--- src/rtl/conv_layer_input_ctrl_pkg.sv ---
// ----------------------------------------------------------------------------
// conv_layer_input_ctrl_pkg
// Shared constants and types for the conv-layer input line-buffer sequencer:
// buffer command codes, controller state encoding, image/kernel geometry and
// the FP32 constant the MAC array uses as the bias operand.
// ----------------------------------------------------------------------------
package conv_layer_input_ctrl_pkg;

  localparam int DATA_WIDTH  = 32;
  localparam int INPUT_SIZE  = 8;
  localparam int KERNEL_SIZE = 3;

  // IEEE-754 single precision 1.0, selected as MAC operand when bias_sel=1
  localparam logic [DATA_WIDTH-1:0] FLOAT32_ONE = 32'h3F80_0000;

  localparam logic [1:0] BUFFER_CMD_IDLE = 2'd0;
  localparam logic [1:0] BUFFER_CMD_LOAD = 2'd1;
  localparam logic [1:0] BUFFER_CMD_READ = 2'd2;

  typedef enum logic [2:0] {
    ST_IDLE    = 3'd0,
    ST_PRELOAD = 3'd1,
    ST_ROW0    = 3'd2,
    ST_ROW1    = 3'd3,
    ST_ROW2    = 3'd4,
    ST_BIAS    = 3'd5,
    ST_LOAD    = 3'd6,
    ST_DONE    = 3'd7
  } ctrl_state_t;

endpackage

--- src/rtl/conv_layer_input_ctrl_if.sv ---
// ----------------------------------------------------------------------------
// conv_layer_input_ctrl_if
// Bundles the sequencer's control/handshake signals.
//   master : the controller (drives buffer_cmd, idx, shift, status flags)
//   slave  : the environment (pixel source, line buffer, MAC array, host)
// Signals:
//   start, pixel_valid, buffer_load_ack          -> controller
//   pixel_ready, buffer_cmd, buffer_array_idx,
//   shift_idx, bias_sel, row_done, frame_done,
//   busy, err                                    <- controller
// ----------------------------------------------------------------------------
interface conv_layer_input_ctrl_if;

  logic       start;
  logic       pixel_valid;
  logic       pixel_ready;
  logic       buffer_load_ack;
  logic [1:0] buffer_cmd;
  logic [1:0] buffer_array_idx;
  logic [1:0] shift_idx;
  logic       bias_sel;
  logic       row_done;
  logic       frame_done;
  logic       busy;
  logic       err;

  modport master (
    input  start, pixel_valid, buffer_load_ack,
    output pixel_ready, buffer_cmd, buffer_array_idx, shift_idx,
           bias_sel, row_done, frame_done, busy, err
  );

  modport slave (
    output start, pixel_valid, buffer_load_ack,
    input  pixel_ready, buffer_cmd, buffer_array_idx, shift_idx,
           bias_sel, row_done, frame_done, busy, err
  );

endinterface

--- src/rtl/conv_layer_input_ctrl.sv ---
// ----------------------------------------------------------------------------
// conv_layer_input_ctrl
// Sequencer for the 3-row input line buffer of the conv layer. Preloads
// KERNEL_SIZE rows, then for every output row presents buffer arrays 0,1,2
// for KERNEL_SIZE shift cycles each, spends one cycle on the bias operand,
// and loads the next image row into the buffer.
// Ports:
//   clk  - rising-edge clock
//   rst  - asynchronous active-high reset
//   bus  - conv_layer_input_ctrl_if.master (handshake, buffer control,
//          MAC control and status; all outputs registered)
// ----------------------------------------------------------------------------
module conv_layer_input_ctrl
  import conv_layer_input_ctrl_pkg::*;
#(
  parameter int IMAGE_ROWS    = 8,
  parameter int ROW_CNT_WIDTH = 4
) (
  input logic                    clk,
  input logic                    rst,
  conv_layer_input_ctrl_if.master bus
);

  localparam logic [1:0] PRELOAD_LAST = 2'(KERNEL_SIZE - 1);
  localparam logic [1:0] SHIFT_LAST   = 2'(KERNEL_SIZE - 1);
  localparam logic [ROW_CNT_WIDTH-1:0] LAST_OUT_ROW =
    ROW_CNT_WIDTH'(IMAGE_ROWS - KERNEL_SIZE);

  ctrl_state_t              state, next_state;
  logic [1:0]               preload_cnt, preload_next;
  logic [1:0]               shift_cnt, shift_next;
  logic [ROW_CNT_WIDTH-1:0] out_row_cnt, out_row_next;
  logic                     err_next;

  logic [1:0] cmd_d, idx_d;
  logic       ready_d, bias_d, row_done_d, frame_done_d, busy_d;

  // state and counter registers
  always_ff @(posedge clk or posedge rst) begin
    if (rst) begin
      state       <= ST_IDLE;
      preload_cnt <= '0;
      shift_cnt   <= '0;
      out_row_cnt <= '0;
    end else begin
      state       <= next_state;
      preload_cnt <= preload_next;
      shift_cnt   <= shift_next;
      out_row_cnt <= out_row_next;
    end
  end

  // next-state and counter update; an ack outside a loading phase never
  // alters sequencing, it only raises the sticky error flag
  always_comb begin
    next_state   = state;
    preload_next = preload_cnt;
    shift_next   = shift_cnt;
    out_row_next = out_row_cnt;
    err_next     = bus.err;

    case (state)
      ST_IDLE: begin
        if (bus.start) begin
          next_state   = ST_PRELOAD;
          preload_next = '0;
          out_row_next = '0;
          err_next     = 1'b0;
        end
      end
      ST_PRELOAD: begin
        if (bus.buffer_load_ack) begin
          preload_next = preload_cnt + 2'd1;
          if (preload_cnt == PRELOAD_LAST) begin
            next_state = ST_ROW0;
            shift_next = '0;
          end
        end
      end
      ST_ROW0, ST_ROW1, ST_ROW2: begin
        if (shift_cnt == SHIFT_LAST) begin
          shift_next = '0;
          case (state)
            ST_ROW0: next_state = ST_ROW1;
            ST_ROW1: next_state = ST_ROW2;
            default: next_state = ST_BIAS;
          endcase
        end else begin
          shift_next = shift_cnt + 2'd1;
        end
      end
      ST_BIAS: begin
        out_row_next = out_row_cnt + 1'b1;
        next_state   = (out_row_cnt == LAST_OUT_ROW) ? ST_DONE : ST_LOAD;
      end
      ST_LOAD: begin
        if (bus.buffer_load_ack) begin
          next_state = ST_ROW0;
          shift_next = '0;
        end
      end
      ST_DONE: next_state = ST_IDLE;
      default: next_state = ST_IDLE;
    endcase

    if (bus.buffer_load_ack && (state != ST_PRELOAD) && (state != ST_LOAD)) begin
      err_next = 1'b1;
    end
  end

  // output decode from the upcoming state so the registered outputs line up
  // with the state they describe
  always_comb begin
    cmd_d        = BUFFER_CMD_IDLE;
    idx_d        = 2'd0;
    ready_d      = 1'b0;
    bias_d       = 1'b0;
    row_done_d   = 1'b0;
    frame_done_d = 1'b0;
    busy_d       = (next_state != ST_IDLE);
    case (next_state)
      ST_PRELOAD, ST_LOAD: begin
        cmd_d   = BUFFER_CMD_LOAD;
        ready_d = 1'b1;
      end
      ST_ROW0: cmd_d = BUFFER_CMD_READ;
      ST_ROW1: begin
        cmd_d = BUFFER_CMD_READ;
        idx_d = 2'd1;
      end
      ST_ROW2: begin
        cmd_d = BUFFER_CMD_READ;
        idx_d = 2'd2;
      end
      ST_BIAS: begin
        bias_d     = 1'b1;
        row_done_d = 1'b1;
      end
      ST_DONE: frame_done_d = 1'b1;
      default: ;
    endcase
  end

  // output registers
  always_ff @(posedge clk or posedge rst) begin
    if (rst) begin
      bus.buffer_cmd       <= BUFFER_CMD_IDLE;
      bus.buffer_array_idx <= 2'd0;
      bus.shift_idx        <= 2'd0;
      bus.pixel_ready      <= 1'b0;
      bus.bias_sel         <= 1'b0;
      bus.row_done         <= 1'b0;
      bus.frame_done       <= 1'b0;
      bus.busy             <= 1'b0;
      bus.err              <= 1'b0;
    end else begin
      bus.buffer_cmd       <= cmd_d;
      bus.buffer_array_idx <= idx_d;
      bus.shift_idx        <= shift_next;
      bus.pixel_ready      <= ready_d;
      bus.bias_sel         <= bias_d;
      bus.row_done         <= row_done_d;
      bus.frame_done       <= frame_done_d;
      bus.busy             <= busy_d;
      bus.err              <= err_next;
    end
  end

endmodule

--- src/flat_wrapper.sv ---
// flat-port wrapper written by rule: the top's interface ports become plain ports
module conv_layer_input_ctrl_flat import conv_layer_input_ctrl_pkg::*;
#(
  parameter int IMAGE_ROWS    = 8,
  parameter int ROW_CNT_WIDTH = 4
)
  (clk, rst, bus_start, bus_pixel_valid, bus_buffer_load_ack, bus_pixel_ready, bus_buffer_cmd, bus_buffer_array_idx, bus_shift_idx, bus_bias_sel, bus_row_done, bus_frame_done, bus_busy, bus_err);
  conv_layer_input_ctrl_if bus_i ();
  input logic clk;
  input logic rst;
  input wire logic [$bits(bus_i.start)-1:0] bus_start;
  input wire logic [$bits(bus_i.pixel_valid)-1:0] bus_pixel_valid;
  input wire logic [$bits(bus_i.buffer_load_ack)-1:0] bus_buffer_load_ack;
  output wire logic [$bits(bus_i.pixel_ready)-1:0] bus_pixel_ready;
  output wire logic [$bits(bus_i.buffer_cmd)-1:0] bus_buffer_cmd;
  output wire logic [$bits(bus_i.buffer_array_idx)-1:0] bus_buffer_array_idx;
  output wire logic [$bits(bus_i.shift_idx)-1:0] bus_shift_idx;
  output wire logic [$bits(bus_i.bias_sel)-1:0] bus_bias_sel;
  output wire logic [$bits(bus_i.row_done)-1:0] bus_row_done;
  output wire logic [$bits(bus_i.frame_done)-1:0] bus_frame_done;
  output wire logic [$bits(bus_i.busy)-1:0] bus_busy;
  output wire logic [$bits(bus_i.err)-1:0] bus_err;
  assign bus_i.start = bus_start;
  assign bus_i.pixel_valid = bus_pixel_valid;
  assign bus_i.buffer_load_ack = bus_buffer_load_ack;
  assign bus_pixel_ready = bus_i.pixel_ready;
  assign bus_buffer_cmd = bus_i.buffer_cmd;
  assign bus_buffer_array_idx = bus_i.buffer_array_idx;
  assign bus_shift_idx = bus_i.shift_idx;
  assign bus_bias_sel = bus_i.bias_sel;
  assign bus_row_done = bus_i.row_done;
  assign bus_frame_done = bus_i.frame_done;
  assign bus_busy = bus_i.busy;
  assign bus_err = bus_i.err;
  conv_layer_input_ctrl #(.IMAGE_ROWS(IMAGE_ROWS), .ROW_CNT_WIDTH(ROW_CNT_WIDTH)) u_core (.clk(clk), .rst(rst), .bus(bus_i));
endmodule
--- config.mk ---
export PLATFORM = sky130hd
export DESIGN_NAME = conv_layer_input_ctrl_flat
export DESIGN_NICKNAME = d
export VERILOG_FILES = /design/src/rtl/conv_layer_input_ctrl_pkg.sv /design/src/rtl/conv_layer_input_ctrl_if.sv /design/src/rtl/conv_layer_input_ctrl.sv /design/src/flat_wrapper.sv
export SDC_FILE = /design/constraint.sdc
export NUM_CORES = 1
export LEC_CHECK = 0
export CORE_MARGIN = 4
export CORE_UTILIZATION = 51
export CTS_BUF_LIST = sky130_fd_sc_hd__clkbuf_16
export CTS_CLUSTER_DIAMETER = 50
export DETAILED_ROUTE_END_ITERATION = 12
export PLACE_DENSITY = 0.8
export SLEW_MARGIN = 20
export SYNTH_ARGS = -nofsm -noshare
export SYNTH_HDL_FRONTEND = slang
export SYNTH_SLANG_ARGS = --single-unit
export TNS_END_PERCENT = 100
--- constraint.sdc ---
create_clock -name clk -period 2.11 [get_ports clk]
set_input_delay 0.3165 -clock clk [delete_from_list [all_inputs] [get_ports clk]]
set_output_delay 0.3165 -clock clk [all_outputs]
set_load 0.005 [all_outputs]
==> reports/results.md <==
| Result | This run | Unit |
|:---|:---|:---|
| Yosys top cell area share | 47.1 | % |
| Initial core utilization | 54.2 | % |
| Count of boundary I/O pins | 17 | - |
| Unrepaired setup endpoints after global routing | no | - |
| Placeable core region | 1960 | um^2 |
| Count of flip-flops with a built-in enable after synthesis | 0 | - |
| Setup repair bufs after CTS | 0 | - |
| Final net count | 131 | - |
| CTS buffer count | 3 | - |
| Avg Inst Size Synth | 10.1 | um^2 |
| Die boundary width | 53.7 | um |
| Crit path launch type | register | - |
| Summed instance area of the synthesized netlist | 1060 | um^2 |
| Predominant post-synthesis flop cell | dfrtp_1 | - |
| Clock tree from TritonCTS | yes | - |
| Yosys warning count | 0 | - |
| Post-detail-place hpwl | 1510 | um |
| Layout cell share with drive strength beyond 1 | 13.9 | % |
| Routed len/inst | 14.9 | um |
| Hold Path Class | in -> async | - |
| Arrival time at the worst endpoint | 2.01 | ns |
| Post-CTS Hold Fix Bufs | 0 | - |
| Maximum capacitance violations | 0 | - |
| Via/cell ratio | 5.85 | - |
| Post-layout minimum cycle time | 1.88 | ns |
| Most common library cells after synthesis | 20 x dfrtp_1, 9 x a21oi_1, 9 x o21ai_0 | - |
| Syn nets | 113 | - |
| Clock slew seen by the registers of the worst setup and hold paths | 0.06 | ns |
| Largest delay contributor family on the critical path | flip-flops | - |
| Longest individual stage delay on the worst path | 0.69 | ns |
| Drt pass-1 iters | 4 | - |
| Vias | 871 | - |
| Global routing usage on met2 | 29.0 | % |
| Cell area power density | 1630 | nW/um^2 |
| Pin count of the biggest net entering global routing | 21 | - |
| Starting DRT DRC Count | 23 | - |
| Antenna Diode Count | 0 | - |
| Setup TNS | 0 | ns |
| Worst vdd rail ir drop | 0.000854 | V |
| Layout area overhead | 25.8 | % |
| Count of endpoints failing setup in the final report | 0 | - |
| Count of cell types in the netlist | 38 | - |
| Maximum operating frequency | 532 | MHz |
| Final GP Congestion | 0.857 | - |
| Wire length of the first global-routing pass | 3640 | um |
| Port Buffers | 15 | - |
| Global-route congestion overflow total | 0 | - |
| Combined buffer and inverter count along the critical path | 0 | - |
| Number of H-tree levels | 1 | - |
| WL final | 2230 | um |
| Met3 Resource Use GR | 2.77 | % |
| Most used routing layer | met2 | - |
| Synthesized instance count | 105 | - |
| Number of global-route vias before repair | 790 | - |
| Number of gates resized after cts | 0 | - |
| Required time of the worst setup path | 2.24 | ns |
| Top post-synthesis cells by area | dfrtp_1 47%, a21oi_1 4.2%, o21ai_0 4.2%, ha_1 3.5%, a32oi_4 2.6% | - |
| Post-detailed-route count of antenna-violating nets | 0 | - |
| Max stage delay cell, worst path | dfrtp_1 | - |
| Sequential area share after synthesis | 47.1 | % |
| Number of synthesized register bits | 20 | - |
| GRT met1 Usage | 21.6 | % |
| Largest area contributor in the synthesized netlist | dfrtp_1 | - |
| Number of rows in the core area | 16 | - |
| Crit end category | register | - |
| Root Buffer | clkbuf_16 | - |
| Worst Tran Pin Value | 0.746 | ns |
| Final Hold Viols | 0 | - |
| Overall routing resource usage | 17.7 | % |
| Result of the run | finished, final reports clean | - |
| Die footprint | 2880 | um^2 |
| Worst-path maximum fanout | 14 | - |
| Antenna violations before repair | 0 | - |
| Final period util | 89.1 | % |
| Count leader, synth | dfrtp_1 | - |
| Sequence of cells on the critical path | nor3b_1 -> a22oi_2 -> o211ai_4 -> or2_1 -> o21ai_1 | - |
| Maximum root-to-sink buffer count | 2 | - |
| Final routed DRC violation total | 0 | - |
| Path type of the worst setup path | reg -> reg | - |
| Reported leakage power | 0.599 | nW |
| Sinks on the clock net | 20 | - |
| Final-report max-slew violation count | 0 | - |
| Overall die height | 53.7 | um |
| Final worst hold slack | 0.496 | ns |
| Share of the core filled with cells | 68.2 | % |
| Clock latency on the worst-skew pair | 0.25 | ns |
| Relative max-transition margin | 50.2 | % |
| FFs w/ async S/R, synth | 100 | % |
| Final setup skew | 0.00190 | ns |
-- worst reg2reg max path, stage by stage, from the launching register on --
cell and delay [ns]:
dfrtp_1 0.69, nor3b_1 0.48, a22oi_2 0.18, o211ai_4 0.16
or2_1 0.18, o21ai_1 0.08
-- worst paths after layout --
path	start	end	slack, ns	cells past startpoint
max reg2reg	u_core.state[2]	u_core.bus.buffer_cmd[1]	0.23	5
max	u_core.state[2]	u_core.bus.buffer_cmd[1]	0.23	5
min in group clk	u_core.preload_cnt[0]	u_core.preload_cnt[0]	0.50	1
min	rst	u_core.shift_cnt[0]	0.50	2
min reg2reg	u_core.preload_cnt[0]	u_core.preload_cnt[0]	0.50	1
max in group asynchronous	rst	u_core.preload_cnt[1]	1.15	2
-- stage by stage --
stage	instances	area (um^2)	setup slack (ns)	total power, mW
2_1_floorplan	105	1060	0.568	1.38
3_3_place_gp	145	1230	0.237	1.60
3_5_place_dp	145	1230	0.187	1.65
4_1_cts	149	1340	0.253	2.19
5_1_grt	149	1340	0.0471	2.33
6_report	149	1340	0.230	2.18
-- sequential cells by signal (all words and copies together), names as in the netlist --
register	cells
u_core.out_row_cnt	4
u_core.preload_cnt	2
u_core.bus.err	1
u_core.bus.bias_sel	1
u_core.state	3
u_core.bus.buffer_array_idx	2
u_core.shift_cnt	2
u_core.bus.pixel_ready	1
u_core.bus.busy	1
u_core.bus.frame_done	1
u_core.bus.buffer_cmd	2
-- area by class of cell --
class                   count  area, um^2
flip-flops and latches     20         500
fillers                   169         624
inverters                   8        30.0
clock buffers               3        75.1
well taps                  27        33.8
multi-input cells          72         495
clock inverters             1        30.0
repair buffers             18         173
-- cell usage in the layout, fill, tap and decap left out, types with 4 or more instances in the layout --
cell type,n
nand3_1,5
nor2_1,6
nand2_1,5
clkdlybuf4s50_1,15
inv_1,6
o21ai_0,9
a21oi_1,9
and3_1,4
dfrtp_1,20
-- report_power, final --
part / switching, mW / internal [mW] / leakage [nW]
clock: 0.143 / 0.376 / 0.0511
combinational: 0.448 / 0.469 / 0.290
sequential: 0.215 / 0.532 / 0.257
-- metal layers --
metal / up-vias / wire length [um]
li1: 412 / -
met1: 427 / 973
met2: 26 / 1100
met3: 6 / 81
met4: 0 / 71
met5: - / 0
-- logic make-up (layout without fill, tap and decap cells) --
logic type      Yosys count  count (layout)  share of synthesized area [%]
simple gates             34              34                           18.4
buf+inv                  13              30                           6.35
compound gates           33              33                           22.7
mux                       2               2                           2.00
fa+ha+maj                 3               3                           3.53
flops                    20              20                           47.1
No activity file was read; power rests on OpenSTA's default activity.
